File: src/rtl/int_divider.sv
// Iterative restoring divider for UDIV/SDIV. One quotient bit per cycle.
// Results are registered on entry to FINISH and held until the next result.
module int_divider #(
  parameter int WIDTH = 64
) (
  input  logic             clk,
  input  logic             reset_n,
  input  logic             start,
  input  logic             is_signed,
  input  logic [WIDTH-1:0] dividend,
  input  logic [WIDTH-1:0] divisor,
  output logic             busy,
  output logic             done,
  output logic [WIDTH-1:0] quotient,
  output logic [WIDTH-1:0] remainder,
  output logic             div_by_zero
);

  localparam int CW = $clog2(WIDTH);

  typedef enum logic [1:0] {IDLE, DIVIDE, FINISH} state_e;

  state_e           state_q, state_d;
  logic [CW-1:0]    cnt_q;
  logic [WIDTH-1:0] dvd_q;   // dividend magnitude, shifts out left as quotient shifts in
  logic [WIDTH-1:0] dvs_q;
  logic [WIDTH-1:0] prem_q;
  logic             qneg_q, rneg_q;
  logic [WIDTH-1:0] quot_q, rem_q;
  logic             dbz_q;

  logic             accept, dvs_zero, a_neg, b_neg;
  logic [WIDTH-1:0] a_mag, b_mag;
  logic [WIDTH:0]   trial;
  logic             ge;
  logic [WIDTH-1:0] prem_nxt, quo_nxt;

  assign accept   = start && (state_q != DIVIDE);
  assign dvs_zero = (divisor == '0);
  assign a_neg    = is_signed & dividend[WIDTH-1];
  assign b_neg    = is_signed & divisor[WIDTH-1];
  // MIN negates to itself, which reads correctly as unsigned 2^(WIDTH-1)
  assign a_mag    = a_neg ? -dividend : dividend;
  assign b_mag    = b_neg ? -divisor  : divisor;

  // Full WIDTH+1-bit trial so an unsigned partial remainder never loses its MSB
  assign trial    = {prem_q, dvd_q[WIDTH-1]} - {1'b0, dvs_q};
  assign ge       = ~trial[WIDTH];
  assign prem_nxt = ge ? trial[WIDTH-1:0] : {prem_q[WIDTH-2:0], dvd_q[WIDTH-1]};
  assign quo_nxt  = {dvd_q[WIDTH-2:0], ge};

  always_ff @(posedge clk or negedge reset_n) begin
    if (!reset_n) state_q <= IDLE;
    else          state_q <= state_d;
  end

  always_comb begin
    state_d = state_q;
    case (state_q)
      IDLE, FINISH: begin
        if (accept) state_d = dvs_zero ? FINISH : DIVIDE;
        else        state_d = IDLE;
      end
      DIVIDE:  if (cnt_q == '0) state_d = FINISH;
      default: state_d = IDLE;
    endcase
  end

  always_comb begin
    busy = (state_q == DIVIDE);
    done = (state_q == FINISH);
  end

  always_ff @(posedge clk or negedge reset_n) begin
    if (!reset_n) begin
      cnt_q  <= '0;
      dvd_q  <= '0;
      dvs_q  <= '0;
      prem_q <= '0;
      qneg_q <= 1'b0;
      rneg_q <= 1'b0;
      quot_q <= '0;
      rem_q  <= '0;
      dbz_q  <= 1'b0;
    end else if (accept) begin
      qneg_q <= a_neg ^ b_neg;
      rneg_q <= a_neg;
      dvd_q  <= a_mag;
      dvs_q  <= b_mag;
      prem_q <= '0;
      cnt_q  <= CW'(WIDTH-1);
      if (dvs_zero) begin
        quot_q <= '0;
        rem_q  <= dividend;
        dbz_q  <= 1'b1;
      end
    end else if (state_q == DIVIDE) begin
      prem_q <= prem_nxt;
      dvd_q  <= quo_nxt;
      cnt_q  <= cnt_q - 1'b1;
      if (cnt_q == '0) begin
        quot_q <= qneg_q ? -quo_nxt  : quo_nxt;
        rem_q  <= rneg_q ? -prem_nxt : prem_nxt;
        dbz_q  <= 1'b0;
      end
    end
  end

  assign quotient    = quot_q;
  assign remainder   = rem_q;
  assign div_by_zero = dbz_q;

endmodule

File: config.mk
export PLATFORM = sky130hd
export DESIGN_NAME = int_divider
export DESIGN_NICKNAME = d
export VERILOG_FILES = /design/src/rtl/int_divider.sv
export SDC_FILE = /design/constraint.sdc
export NUM_CORES = 1
export LEC_CHECK = 0
export CORE_AREA = 10 10 262 239
export DETAILED_ROUTE_END_ITERATION = 6
export DIE_AREA = 0 0 272 249
export PLACE_DENSITY = 0.65
export SLEW_MARGIN = 15
export SYNTH_ARGS = -nofsm -noshare
export SYNTH_HDL_FRONTEND = slang
export SYNTH_SLANG_ARGS = --single-unit
File: constraint.sdc
create_clock -name clk -period 7.3 [get_ports clk]
set_input_delay 2.19 -clock clk [delete_from_list [all_inputs] [get_ports clk]]
set_output_delay 2.19 -clock clk [all_outputs]
set_load 0.01 [all_outputs]
==> run_results.csv <==
group,metric,value,unit
critical_path,critPathMaxFanout,5,
floorplan,die_area,67730,µm²
yosys,ys_async_sr_fraction,100.0,%
floorplan,row_count,83,
layout,fillers,5430,
route,vias,25357,
yosys,syn_area_per_cell,7.846,µm²
critical_path,r2r-start,"prem_q[55]",
critical_path,worst_r2r_endpoint,"quotient[46]",
sta,final_max_slew_viol_count,0,
hold_path,hp-class,"flop to flop",
critical_path,arrival,7.23,ns
global_routing,grt_first_pass_wirelength,144.0,mm
layout,multiInputGateArea,15960,µm²
yosys,synthCells,3246,
clock_tree,cts_root_buf,"clkbuf_16",
clock_tree,post_cts_buffers,0,
route,post_drt_wl_per_cell,22.25,µm
yosys,synth-edff-count,0,
sta,final.setup_skew,0.02563,ns
critical_path,criticalPathCategory,"input pin to flop",
pwr,p_leak,12.15,nW
hold_path,hold_path_end,"dvs_q[19]",
clock_tree,clk_path_buf_depth,3,
global_routing,grt_max_degree,135,
yosys,ys.flop_type,"dfrtp_1",
route,ant_nets,0,
pwr,peakVddDrop,0.0003490,V
yosys,ys_ff_latch,331,
route,viasPerCell,6.052,
critical_path,r2r_cells,20,
clock_tree,worstSkewPairLatency,0.58,ns
floorplan,dieWidth,272,µm
run_status,status,"finished clean",
floorplan,io_pins,263,
critical_path,rrSetupSlack,0.75,ns
clock_tree,ctsResizeCount,0,
critical_path,critPathRequiredTime,7.64,ns
yosys,yosysWarnings,0,
route,wirelength,93.21,mm
sta,setup_tns,0,ns
global_routing,grt_usage,26.36,%
pwr,powerDensity,600.0,nW/µm²
clock_tree,cts_sinks,331,
floorplan,coreArea,56810,µm²
layout,layout.nets,3595,
floorplan,fp.dieH,249,µm
global_routing,grt_overflow,0,
placed_design,place_congestion,0.9639,
clock_tree,ctsHoldBuffers,0,
layout,layout-drive-gt1-share,5.668,%
yosys,syn_nets,3449,
layout,ff_latch_area,8284,µm²
clock_tree,cts_tree,"built",
sta,rsz0062_at_grt,"false",
hold_path,min_delay_path_depth,2,
clock_tree,cts.clk_slew.worst_paths,0.06,ns
sta,period_needed,6.884,ns
critical_path,worstSetupEndpointType,"flop",
sta,finalSetupViolCount,0,
sta,slew_headroom,9.337,%
hold_path,hold_start,"dvs_q[19]",
placed_design,port_buffers,262,
yosys,yosysSeqAreaShare,32.52,%
global_routing,grt_pass1_vias,24466,
route,drc,0,
layout,area_delta_synth_final,17.71,%
clock_tree,cts_made_buffers,40,
placed_design,dp_hpwl,70.70,mm
yosys,synth_area,25470,µm²
clock_tree,htree_levels,2,
pwr,power,17.99,mW
sta,fin_crit_sh,94.31,%
yosys,yosysUniqueCellTypes,109,
critical_path,start_kind,"input pin",
sta,fmax,0.1453,GHz
route,drtIter0Drc,2545,
floorplan,start_util,44.84,%
run,cap_violations,0,
route,drt_first_pass_iters,6,
sta,worstMarginPinSlew,1.346,ns
global_routing,antenna_found_initial,3,
sta,finalHoldViolations,0,
-- cells by family after synthesis --
logic type / Yosys count / share of synthesized area, %
AND/OR/NAND/NOR: 1192 / 22.97
AO/OA/AOI/OAI: 1018 / 24.35
multiplexers: 66 / 2.618
flip-flops: 331 / 32.52
XOR/XNOR: 262 / 9.010
adder cells (fa/ha/maj): 71 / 3.517
buffers and inverters: 306 / 5.016
-- report_power, final --
| group | switching, mW | internal [mW] | total, mW |
|---|---|---|---|
| clock network | 0.856 | 1.22 | 2.08 |
| registers | 0.945 | 2.68 | 3.62 |
| logic | 7.81 | 4.48 | 12.3 |
| total | 9.61 | 8.38 | 18.0 |
-- cells in the mapped netlist, types with 8 or more instances --
cell type | count | area share (%)
nand4_1 | 44 | 1.1
inv_1 | 99 | 1.5
nand2_1 | 462 | 6.8
buf_2 | 32 | 0.63
and3_1 | 14 | 0.34
o22ai_1 | 38 | 0.93
and2_1 | 17 | 0.42
o21ai_1 | 12 | 0.24
or3_1 | 55 | 1.4
buf_1 | 16 | 0.24
o21ai_0 | 404 | 7.9
a211oi_1 | 27 | 0.80
a21oi_1 | 233 | 4.6
a21boi_0 | 8 | 0.24
clkbuf_1 | 144 | 2.1
o31ai_1 | 47 | 1.4
xnor2_1 | 102 | 3.5
o211ai_1 | 19 | 0.56
nand3b_1 | 69 | 2.0
o21bai_1 | 9 | 0.27
nor2b_1 | 15 | 0.37
dfrtp_1 | 331 | 33
ha_1 | 70 | 3.4
nor4_1 | 37 | 0.91
o41ai_1 | 34 | 1.2
o21a_1 | 18 | 0.53
nand2b_1 | 17 | 0.42
nand3_1 | 40 | 0.79
a31oi_1 | 49 | 1.2
a21o_1 | 28 | 0.83
mux2i_1 | 61 | 2.4
xor2_1 | 160 | 5.5
nor2_1 | 255 | 3.8
nor3_1 | 71 | 1.4
or4_1 | 26 | 0.77
or2_2 | 15 | 0.37
-- per-layer routing --
metal | share of wire, % | global-route usage (%)
met5 | 0.0086 | 0
met3 | 6.3 | 3.873
met2 | 48 | 44.09
met4 | 2.3 | 6.706
met1 | 43 | 35.09
-- critical path, cell delays in order --
cell	delay, ns
clkdlybuf4s50_1	0.52
or4_1	0.68
or4_1	0.50
nor4_2	0.41
and4b_1	0.36
nand2b_1	0.11
nor4_2	0.29
nand2_1	0.26
or3_1	0.47
o41ai_1	0.26
a31oi_1	0.12
o21ai_0	1.05
-- registers in the layout, indices dropped and copies added (netlist names) --
register / flops
dvd_q: 64
dvs_q: 64
prem_q: 64
quotient: 64
remainder: 64
cnt_q: 6
state_q: 2
div_by_zero: 1
qneg_q: 1
rneg_q: 1
-- per-stage QoR --
step	instance area, µm²	util (%)	std cells	setup slack [ns]	hold WS, ns
finish	29980	52.78	4190	0.4157	0.4788
global route	29980	52.78	4190	0.3717	0.5027
CTS	29970	52.76	4188	0.6111	0.4851
detailed placement	28630	50.40	4115	0.02579	0.4721
global placement	28630	50.40	4115	0.04025	0.4660
floorplan	25470	-	3246	0.8361	0.4498
-- layout by cell type (no fill, tap or decap), types with 16 or more instances in the layout --
master and count:
nor4_1 37, nand4_1 44, and2_1 16, nand2b_1 16
ha_1 70, buf_4 42, nor2_1 254, a211oi_1 27
clkdlybuf4s50_1 260, o22ai_1 38, o21ai_0 404, a21oi_1 233
clkbuf_16 41, nor3_1 71, a31oi_1 49, nand3_1 40
o21a_1 18, o41ai_1 34, inv_1 98, xor2_1 160
or4_1 26, a21o_1 28, nand3b_1 69, or3_1 55
o31ai_1 46, o211ai_1 19, mux2i_1 61, dfrtp_1 330
xnor2_1 102, nand2_1 460
-- worst max-delay path by stage --
stage	start	cells after the start	endpoint	slack (ns)
floorplan	dvd_q[63]	26	quotient[46]	0.84
global placement	dividend[14]	12	dvd_q[63]	0.04
detailed placement	dividend[12]	12	dvd_q[63]	0.03
CTS	dividend[12]	12	dvd_q[63]	0.61
global route	dividend[12]	12	dvd_q[63]	0.37
finish	dividend[14]	12	dvd_q[63]	0.42
-- final cells by class --
type	count	share of cell area, %
Multi-Input combinational cell	2609	53.23
Sequential cell	331	27.63
Timing Repair Buffer	309	10.18
Clock buffer	55	3.865
Tap cell	765	3.193
Inverter	101	1.269
Clock inverter	18	0.6093
Antenna cell	2	0.01669
(Power assumes the default switching activity.)
